[config.mk]
export PLATFORM = sky130hd
export DESIGN_NAME = mem_responder_flat
export DESIGN_NICKNAME = d
export VERILOG_FILES = /design/src/rtl/cpu_mem_pkg.sv /design/src/rtl/mem_responder_if.sv /design/src/rtl/mem_array.sv /design/src/rtl/mem_responder.sv /design/src/flat_wrapper.sv
export SDC_FILE = /design/constraint.sdc
export NUM_CORES = 2
export LEC_CHECK = 0
export ABC_AREA = 1
export CORE_ASPECT_RATIO = 1.1
export CORE_UTILIZATION = 50
export DETAILED_ROUTE_END_ITERATION = 8
export PLACE_DENSITY = 0.63
export SYNTH_ARGS = -nofsm -noshare
export SYNTH_HDL_FRONTEND = slang
export SYNTH_SLANG_ARGS = --single-unit
[constraint.sdc]
create_clock -name clk -period 2.8 [get_ports clk]
set_clock_uncertainty 0.2 [all_clocks]
set_input_delay 0.56 -clock clk [delete_from_list [all_inputs] [get_ports clk]]
set_output_delay 0.56 -clock clk [all_outputs]
set_load 0.02 [all_outputs]
[src/rtl/cpu_mem_pkg.sv]
// Shared types and default widths for the control unit's data-memory path.
package cpu_mem_pkg;
  localparam int ADDR_W_DEF = 8;
  localparam int DATA_W_DEF = 8;

  typedef enum logic [1:0] {
    IDLE = 2'b00,
    WAIT = 2'b01,
    RESP = 2'b10
  } state_t;
endpackage

[src/rtl/mem_responder_if.sv]
// Request/response bundle between the control unit (master) and the data memory (slave).
interface mem_responder_if
  import cpu_mem_pkg::*;
#(
  parameter int ADDR_W = ADDR_W_DEF,
  parameter int DATA_W = DATA_W_DEF
);
  logic              req_valid;
  logic              req_ready;
  logic              req_we;
  logic [ADDR_W-1:0] req_addr;
  logic [DATA_W-1:0] req_wdata;
  logic              rsp_valid;
  logic              rsp_ready;
  logic              rsp_we;
  logic [DATA_W-1:0] rsp_rdata;
  logic              rsp_err;

  modport master (
    output req_valid, req_we, req_addr, req_wdata, rsp_ready,
    input  req_ready, rsp_valid, rsp_we, rsp_rdata, rsp_err
  );

  modport slave (
    input  req_valid, req_we, req_addr, req_wdata, rsp_ready,
    output req_ready, rsp_valid, rsp_we, rsp_rdata, rsp_err
  );
endinterface

[src/rtl/mem_array.sv]
// DEPTH x DATA_W storage: synchronous write, combinational read on a shared address.
module mem_array #(
  parameter int DATA_W = 8,
  parameter int DEPTH  = 256,
  parameter int IDX_W  = 8
) (
  input  logic              clk,
  input  logic              we,
  input  logic [IDX_W-1:0]  addr,
  input  logic [DATA_W-1:0] wdata,
  output logic [DATA_W-1:0] rdata
);
  logic [DATA_W-1:0] mem [DEPTH];

  always_ff @(posedge clk) begin
    if (we) mem[addr] <= wdata;
  end

  assign rdata = mem[addr];
endmodule

[src/rtl/mem_responder.sv]
// Data-memory responder: one request at a time, response after WAIT_CYCLES of wait.
// Optional MEM_BOUNDS_CHECK_EN flags addresses >= DEPTH instead of wrapping (DEPTH a power of two).
module mem_responder
  import cpu_mem_pkg::*;
#(
  parameter int ADDR_W      = ADDR_W_DEF,
  parameter int DATA_W      = DATA_W_DEF,
  parameter int DEPTH       = 256,
  parameter int WAIT_CYCLES = 1
) (
  input logic            clk,
  input logic            reset_n,
  mem_responder_if.slave bus
);
  localparam int         IDX_W     = (DEPTH > 1) ? $clog2(DEPTH) : 1;
  localparam logic [3:0] WAIT_INIT = (WAIT_CYCLES > 0) ? 4'(WAIT_CYCLES - 1) : 4'd0;

  state_t            state_p0, state_nxt;
  logic [3:0]        cnt_p0, cnt_nxt;
  logic              rsp_we_p0, rsp_err_p0;
  logic [DATA_W-1:0] rsp_rdata_p0;
  logic              req_ready, rsp_valid, accept, in_range, mem_we;
  logic [DATA_W-1:0] rd_data;
  logic              unused_addr_hi;

  assign unused_addr_hi = ^bus.req_addr;

`ifdef MEM_BOUNDS_CHECK_EN
  assign in_range = 32'(bus.req_addr) < 32'(DEPTH);
`else
  assign in_range = 1'b1;
`endif

  // Store commits on the same edge that accepts the request.
  assign accept = req_ready && bus.req_valid;
  assign mem_we = accept && bus.req_we && in_range;

  mem_array #(
    .DATA_W (DATA_W),
    .DEPTH  (DEPTH),
    .IDX_W  (IDX_W)
  ) u_array (
    .clk   (clk),
    .we    (mem_we),
    .addr  (bus.req_addr[IDX_W-1:0]),
    .wdata (bus.req_wdata),
    .rdata (rd_data)
  );

  always_comb begin
    state_nxt = state_p0;
    cnt_nxt   = cnt_p0;
    req_ready = 1'b0;
    rsp_valid = 1'b0;
    case (state_p0)
      IDLE: begin
        req_ready = 1'b1;
        if (bus.req_valid) begin
          if (WAIT_CYCLES == 0) begin
            state_nxt = RESP;
          end else begin
            state_nxt = WAIT;
            cnt_nxt   = WAIT_INIT;
          end
        end
      end
      WAIT: begin
        if (cnt_p0 == 4'd0) state_nxt = RESP;
        else                cnt_nxt   = cnt_p0 - 4'd1;
      end
      RESP: begin
        rsp_valid = 1'b1;
        if (bus.rsp_ready) state_nxt = IDLE;
      end
      default: state_nxt = IDLE;
    endcase
  end

  // Accept edge -> response registers held through WAIT and RESP
  always_ff @(posedge clk or negedge reset_n) begin
    if (!reset_n) begin
      state_p0     <= IDLE;
      cnt_p0       <= 4'd0;
      rsp_we_p0    <= 1'b0;
      rsp_err_p0   <= 1'b0;
      rsp_rdata_p0 <= '0;
    end else begin
      state_p0 <= state_nxt;
      cnt_p0   <= cnt_nxt;
      if (accept) begin
        rsp_we_p0    <= bus.req_we;
        rsp_err_p0   <= !in_range;
        rsp_rdata_p0 <= (bus.req_we || !in_range) ? '0 : rd_data;
      end
    end
  end

  assign bus.req_ready = req_ready;
  assign bus.rsp_valid = rsp_valid;
  assign bus.rsp_we    = rsp_we_p0;
  assign bus.rsp_err   = rsp_err_p0;
  assign bus.rsp_rdata = rsp_rdata_p0;
endmodule
[src/flat_wrapper.sv]
// flat-port wrapper written by rule: the top's interface ports become plain ports
module mem_responder_flat import cpu_mem_pkg::*;
#(
  parameter int ADDR_W      = ADDR_W_DEF,
  parameter int DATA_W      = DATA_W_DEF,
  parameter int DEPTH       = 256,
  parameter int WAIT_CYCLES = 1
)
  (clk, reset_n, bus_req_valid, bus_req_we, bus_req_addr, bus_req_wdata, bus_rsp_ready, bus_req_ready, bus_rsp_valid, bus_rsp_we, bus_rsp_rdata, bus_rsp_err);
  mem_responder_if #(.ADDR_W(ADDR_W), .DATA_W(DATA_W)) bus_i ();
  input logic clk;
  input logic reset_n;
  input wire logic [$bits(bus_i.req_valid)-1:0] bus_req_valid;
  input wire logic [$bits(bus_i.req_we)-1:0] bus_req_we;
  input wire logic [$bits(bus_i.req_addr)-1:0] bus_req_addr;
  input wire logic [$bits(bus_i.req_wdata)-1:0] bus_req_wdata;
  input wire logic [$bits(bus_i.rsp_ready)-1:0] bus_rsp_ready;
  output wire logic [$bits(bus_i.req_ready)-1:0] bus_req_ready;
  output wire logic [$bits(bus_i.rsp_valid)-1:0] bus_rsp_valid;
  output wire logic [$bits(bus_i.rsp_we)-1:0] bus_rsp_we;
  output wire logic [$bits(bus_i.rsp_rdata)-1:0] bus_rsp_rdata;
  output wire logic [$bits(bus_i.rsp_err)-1:0] bus_rsp_err;
  assign bus_i.req_valid = bus_req_valid;
  assign bus_i.req_we = bus_req_we;
  assign bus_i.req_addr = bus_req_addr;
  assign bus_i.req_wdata = bus_req_wdata;
  assign bus_i.rsp_ready = bus_rsp_ready;
  assign bus_req_ready = bus_i.req_ready;
  assign bus_rsp_valid = bus_i.rsp_valid;
  assign bus_rsp_we = bus_i.rsp_we;
  assign bus_rsp_rdata = bus_i.rsp_rdata;
  assign bus_rsp_err = bus_i.rsp_err;
  mem_responder #(.ADDR_W(ADDR_W), .DATA_W(DATA_W), .DEPTH(DEPTH), .WAIT_CYCLES(WAIT_CYCLES)) u_core (.clk(clk), .reset_n(reset_n), .bus(bus_i));
endmodule
After elaboration in Yosys (flattened, before gate mapping)

Memories as Yosys holds them, arrays and structs flattened.
Cells that the tools add are included.

$add $sub $neg: 1
Eq/ne operators: 6
Muxes and demuxes: 12
Reduce and logical (&&, ||, !) cells: 7

Operators by type and width:

| operator                                         | count |
|---|---|
| 2-to-1 mux 4 bit                                 | 2 |
| 2-to-1 mux 8 bit                                 | 1 |
| one-hot mux 4 bit (2 select lines)               | 1 |
| 2-to-1 mux 2 bit                                 | 3 |
| != test 2 bit, second input constant             | 3 |
| one-hot mux 2 bit (3 select lines)               | 1 |
| AND reduction 3 bit                              | 2 |
| logical NOT 4 bit                                | 1 |
| 2-to-1 mux 1 bit                                 | 4 |
| subtractor 4 x 1 -> 4 bit, second input constant | 1 |
| == test 2 x 1 -> 1 bit, second input constant    | 1 |
| == test 2 bit, second input constant             | 1 |
| logical AND 1 bit                                | 2 |
| logical NOT 2 bit                                | 1 |
| != test 2 x 1 -> 1 bit, second input constant    | 1 |
| nonzero test 2 bit                               | 1 |

Flip-flop bits (word level): 15
Memory bits (writable): 2048
Input port bits: 21
Output and inout bits: 12
Logic and storage cells: 31
Memories: 1

Memories:

| memory             | words | bits a word | rd ports | clocked after memory_dff | write ports | line            | RTL |
|---|---|---|---|---|---|---|---|
| u_core.u_array.mem | 256   | 8           | 1        | 0                        | 1           | mem_array.sv:13 | `logic [DATA_W-1:0] mem [DEPTH];` |

Depth between registers and ports, before layout

Word-level depth: 6
Gate-level depth with buffers: 17
Depth with buffers taken out: 15

Hierarchy

From an unflattened synthesis, not the netlist that was laid out.

Cells, all modules: 8093
Area, all modules: 85444.4 um2

By module, submodules not included:

| module        | times used | cells an instance | area an instance (um2) |
|---|---|---|---|
| mem_array     | 1          | 8013              | 84696.2 |
| mem_responder | 1          | 80                | 748.2 |

Worst setup path after synthesis

OpenSTA, ideal clock, no wires.

Path kind: input to register
Start: in bus_req_addr[1]
End: mem u_core.u_array.mem[109][0] (enable)
Data arrival time: 2.031 ns
Required time: 2.230 ns
Path slack: 0.199 ns
Stages: 7
Buffers on the path: 4
Cells stage by stage: buf_4 buf_2 buf_1 nor2_1 nand2_1 clkbuf_1 nor2_1

RTL lines:

| element         | line               | RTL |
|---|---|---|
| start, declared | flat_wrapper.sv:15 | `input wire logic [$bits(bus_i.req_addr)-1:0] bus_req_addr;` |
| end, declared   | mem_array.sv:13    |  |

Straight into the memory's write port.

Worst setup path after layout

Start: reg u_core.rsp_rdata_p0[7], in the netlist u_core.bus.rsp_rdata[7]
End: out bus_rsp_rdata[7]

RTL lines:

| element                | line                | RTL |
|---|---|---|
| start, declared        | mem_responder.sv:21 | `logic [DATA_W-1:0] rsp_rdata_p0;` |
| start signal, assigned | mem_responder.sv:93 | `rsp_rdata_p0 <= (bus.req_we \|\| !in_range) ? '0 : rd_data;` |
| end, declared          | flat_wrapper.sv:21  | `output wire logic [$bits(bus_i.rsp_rdata)-1:0] bus_rsp_rdata;` |

No word-level cell between the ends.

==> results_dict.tcl <==
set metrics [dict create \
    status "finished clean" \
    yosysTopAreaCell "edfxtp_1" \
    fillers 13650 \
    synth-seq-area-share_pct 72.63 \
    slowest_delay_ps 670 \
    vias 59090 \
    postSynthCellCount 8052 \
    worstPathArrival_ps 2000 \
    power_density_nw_per_um2 653.1 \
    critPathTopFamily "buffers and inverters" \
    top_level_ports 33 \
    end_kind "primary output" \
    max_clock_freq_mhz 362.8 \
    tightest_slew_ps 624.4 \
    die-width_um 395.6 \
    clockBufferDepth 3 \
    synth_area_sq_um 85190 \
    fin_crit_sh_pct 98.43 \
    die-area_sq_um 172000 \
    post-synth-top-count-cell "nand2_1" \
    endpoint "bus_rsp_rdata[7]" \
    clk_latency_ps 860 \
    cts_buffers 202 \
    ant_nets 0 \
    grt_overflow 0 \
    r2r_end "u_core.u_array.mem[234][0]$_DFFE_PP_" \
    tritoncts "yes" \
    drc 0 \
    drt_wl_total_mm 239.6 \
    crit_path_max_fanout 2 \
    startpoint_type "register" \
    wl_met2_mm 110.0 \
    clk_pin_slew_ps 70 \
    synth_edf_count 2048 \
    cts_setup_buffers 0 \
    finalMaxSlewViolations 0 \
    syn_nets 8074 \
    synth_top_area_share_pct 72.19 \
    initial_utilization_pct 50.46 \
    hp-class "input port to register" \
    wl_met1_mm 99.51 \
    drtIter0Drc 7001 \
    final.setup.tns_ps 0 \
    critPathKind "register to primary output" \
    vias_per_cell 5.342 \
    nNetsFinal 8671 \
    grt_max_degree 76 \
    peakVddDrop_v 0.0006271 \
    gp_congestion 0.9775 \
    slowest_stage "clkdlybuf4s50_1" \
    p_leak_uw 0.04120 \
    synth_async_sr_flop_share_pct 0.7271 \
    cap_viol_max_count 0 \
    yosys_most_used_dff "edfxtp_1" \
    ys_warn_count 0 \
    drive_above_1_share_pct 12.47 \
    antenna_found_initial 7 \
    grt_pass1_wl_mm 355.5 \
    synthTopCellsByArea "edfxtp_1, nand2_1, nor2_1" \
    htreeDepth 4 \
    grt_pass1_vias 56270 \
    ctsRootBufferMaster "clkbuf_16" \
    cp.required_ps 2040 \
    fin_crit_ps 2756 \
    yosysUniqueCellTypes 22 \
    first_pass_iters 6 \
    core_area_sq_um 168800 \
    wl_met3_mm 20.60 \
    top_layer "met5" \
    crit_buf_inv 1 \
    rr_worst_depth 11 \
    dp_hpwl_mm 154.2 \
    cp_cell_sequence "clkdlybuf4s50_1" \
    clkSinkCount 2063 \
    multi_input_area_sq_um 21410 \
    ys_seq_elements 2063 \
    rrSetupSlack_ps 310 \
    wire_per_inst_um 21.66 \
    rows 158 \
    rsz0062_at_grt "false" \
    setup_viol 0 \
    globalRouteTotalUtil_pct 27.72 \
    timing.hold.ws_ps 80.50 \
    seqCellArea_sq_um 61880 \
    die_h_um 434.9 \
    syn_area_per_cell_sq_um 10.58 \
    syn2layout_area_growth_pct 18.14 \
    r2r-start "u_core.state_p0[1]$_DFFE_PN0P_" \
    worstSetupStartpoint "u_core.bus.rsp_rdata[7]$_DFFE_PN0P_" \
    numPortBuffers 31 \
    max_slew_margin_pct 58.22 \
    hold_violations 0 \
    synth_common_cells "nand2_1, edfxtp_1, nor2_1, buf_2, nand3_1" \
    cp.depth 1 \
]
[final cells by class]
class,instances,share of cell area (%)
timing repair buffer,812,7.924
tap,2240,2.785
multi-input combinational,5550,21.27
sequential,2063,61.48
clock inverter,131,1.225
inverter,20,0.09697
antenna,2,0.004973
clock buffer,242,5.214
[worst register-to-register path: stages, from the launching register on]
cell	delay [ps]
dfrtp_1	390
nor2_1	150
nand2_1	90
inv_1	80
nand2_1	70
buf_4	170
nor2_1	150
buf_4	210
nand2_1	110
buf_12	170
nor2_1	190
buf_4	210
[power breakdown]
group          total [uW]  internal (uW)  switching, uW  leakage [uW]
sequential          34200          34000            143        0.0186
clock               26800          15100          11600       0.00318
combinational        4790           1430           3360        0.0194
total               65700          50600          15100        0.0412
[routing by layer]
layer  GRT usage [%]  vias to the layer above
li1                -                    27680
met4           10.73                        4
met2           43.11                     2541
met3           3.931                      445
met5               0                        -
met1           39.64                    28420
[logic make-up (layout without fill, tap and decap cells)]
family / after synthesis / count (layout) / synth area share (%)
simple gates: 5350 / 5350 / 23.85
flops: 2063 / 2063 / 72.63
buf+inv: 439 / 1205 / 2.334
compound gates: 198 / 198 / 1.166
fa+ha+maj: 1 / 1 / 0.01468
other cells: 1 / 3 / 0.004402
[metrics by stage]
| stage | worst slack (ps) | power (uW) | instances | cell area [sq um] | util, % |
|---|---|---|---|---|---|
| after CTS | 10.06 | 66010 | 11060 | 100600 | 59.61 |
| after detailed placement | -539.7 | 39600 | 10680 | 94080 | 55.73 |
| after global routing | 11.34 | 67530 | 11060 | 100600 | 59.61 |
| after global placement | -550.5 | 39570 | 10680 | 94080 | 55.73 |
| final | 43.83 | 65730 | 11060 | 100600 | 59.62 |
| after floorplan | 198.6 | 36920 | 8052 | 85190 | - |
[cell usage in the layout, fill, tap and decap left out, types with 14 or more instances in the layout]
cell type,count
o21ai_0,25
a21oi_1,33
dfrtp_1,14
nand3_1,185
bufinv_16,19
nor2_1,348
nand2_2,16
clkbuf_1,38
buf_12,139
nand2_1,4793
clkinv_1,44
clkinv_2,45
o21ai_1,138
edfxtp_1,2048
inv_1,16
clkbuf_16,204
buf_4,633
[repair_timing]
item | in CTS | in global routing
hold buffers | 9 | 0
hold endpoints to repair | 293 | 0
setup endpoints to repair | 9 | 0
gates resized for setup | 9 | 0
[flip-flops by register name, indices dropped and copies added, names as in the netlist]
| register | flops |
|---|---|
| u_core.cnt_p0 | 4 |
| u_core.bus.rsp_rdata | 8 |
| u_core.u_array.mem | 2048 |
| u_core.bus.rsp_we | 1 |
| u_core.state_p0 | 2 |
[how the worst min path moves through the flow]
stage | depth (start not counted) | start | to | slack, ps
floorplan | 0 | reset_n | u_core.bus.rsp_rdata[0]$_DFFE_PN0P_ | 60
global placement | 2 | u_core.bus.rsp_we$_DFFE_PN0P_ | u_core.bus.rsp_we$_DFFE_PN0P_ | 260
detailed placement | 2 | u_core.bus.rsp_we$_DFFE_PN0P_ | u_core.bus.rsp_we$_DFFE_PN0P_ | 280
CTS | 2 | bus_rsp_ready | u_core.state_p0[1]$_DFFE_PN0P_ | 30
global route | 2 | bus_rsp_ready | u_core.state_p0[1]$_DFFE_PN0P_ | 70
finish | 2 | bus_rsp_ready | u_core.state_p0[1]$_DFFE_PN0P_ | 80
No activity file was read; power rests on OpenSTA's default activity.
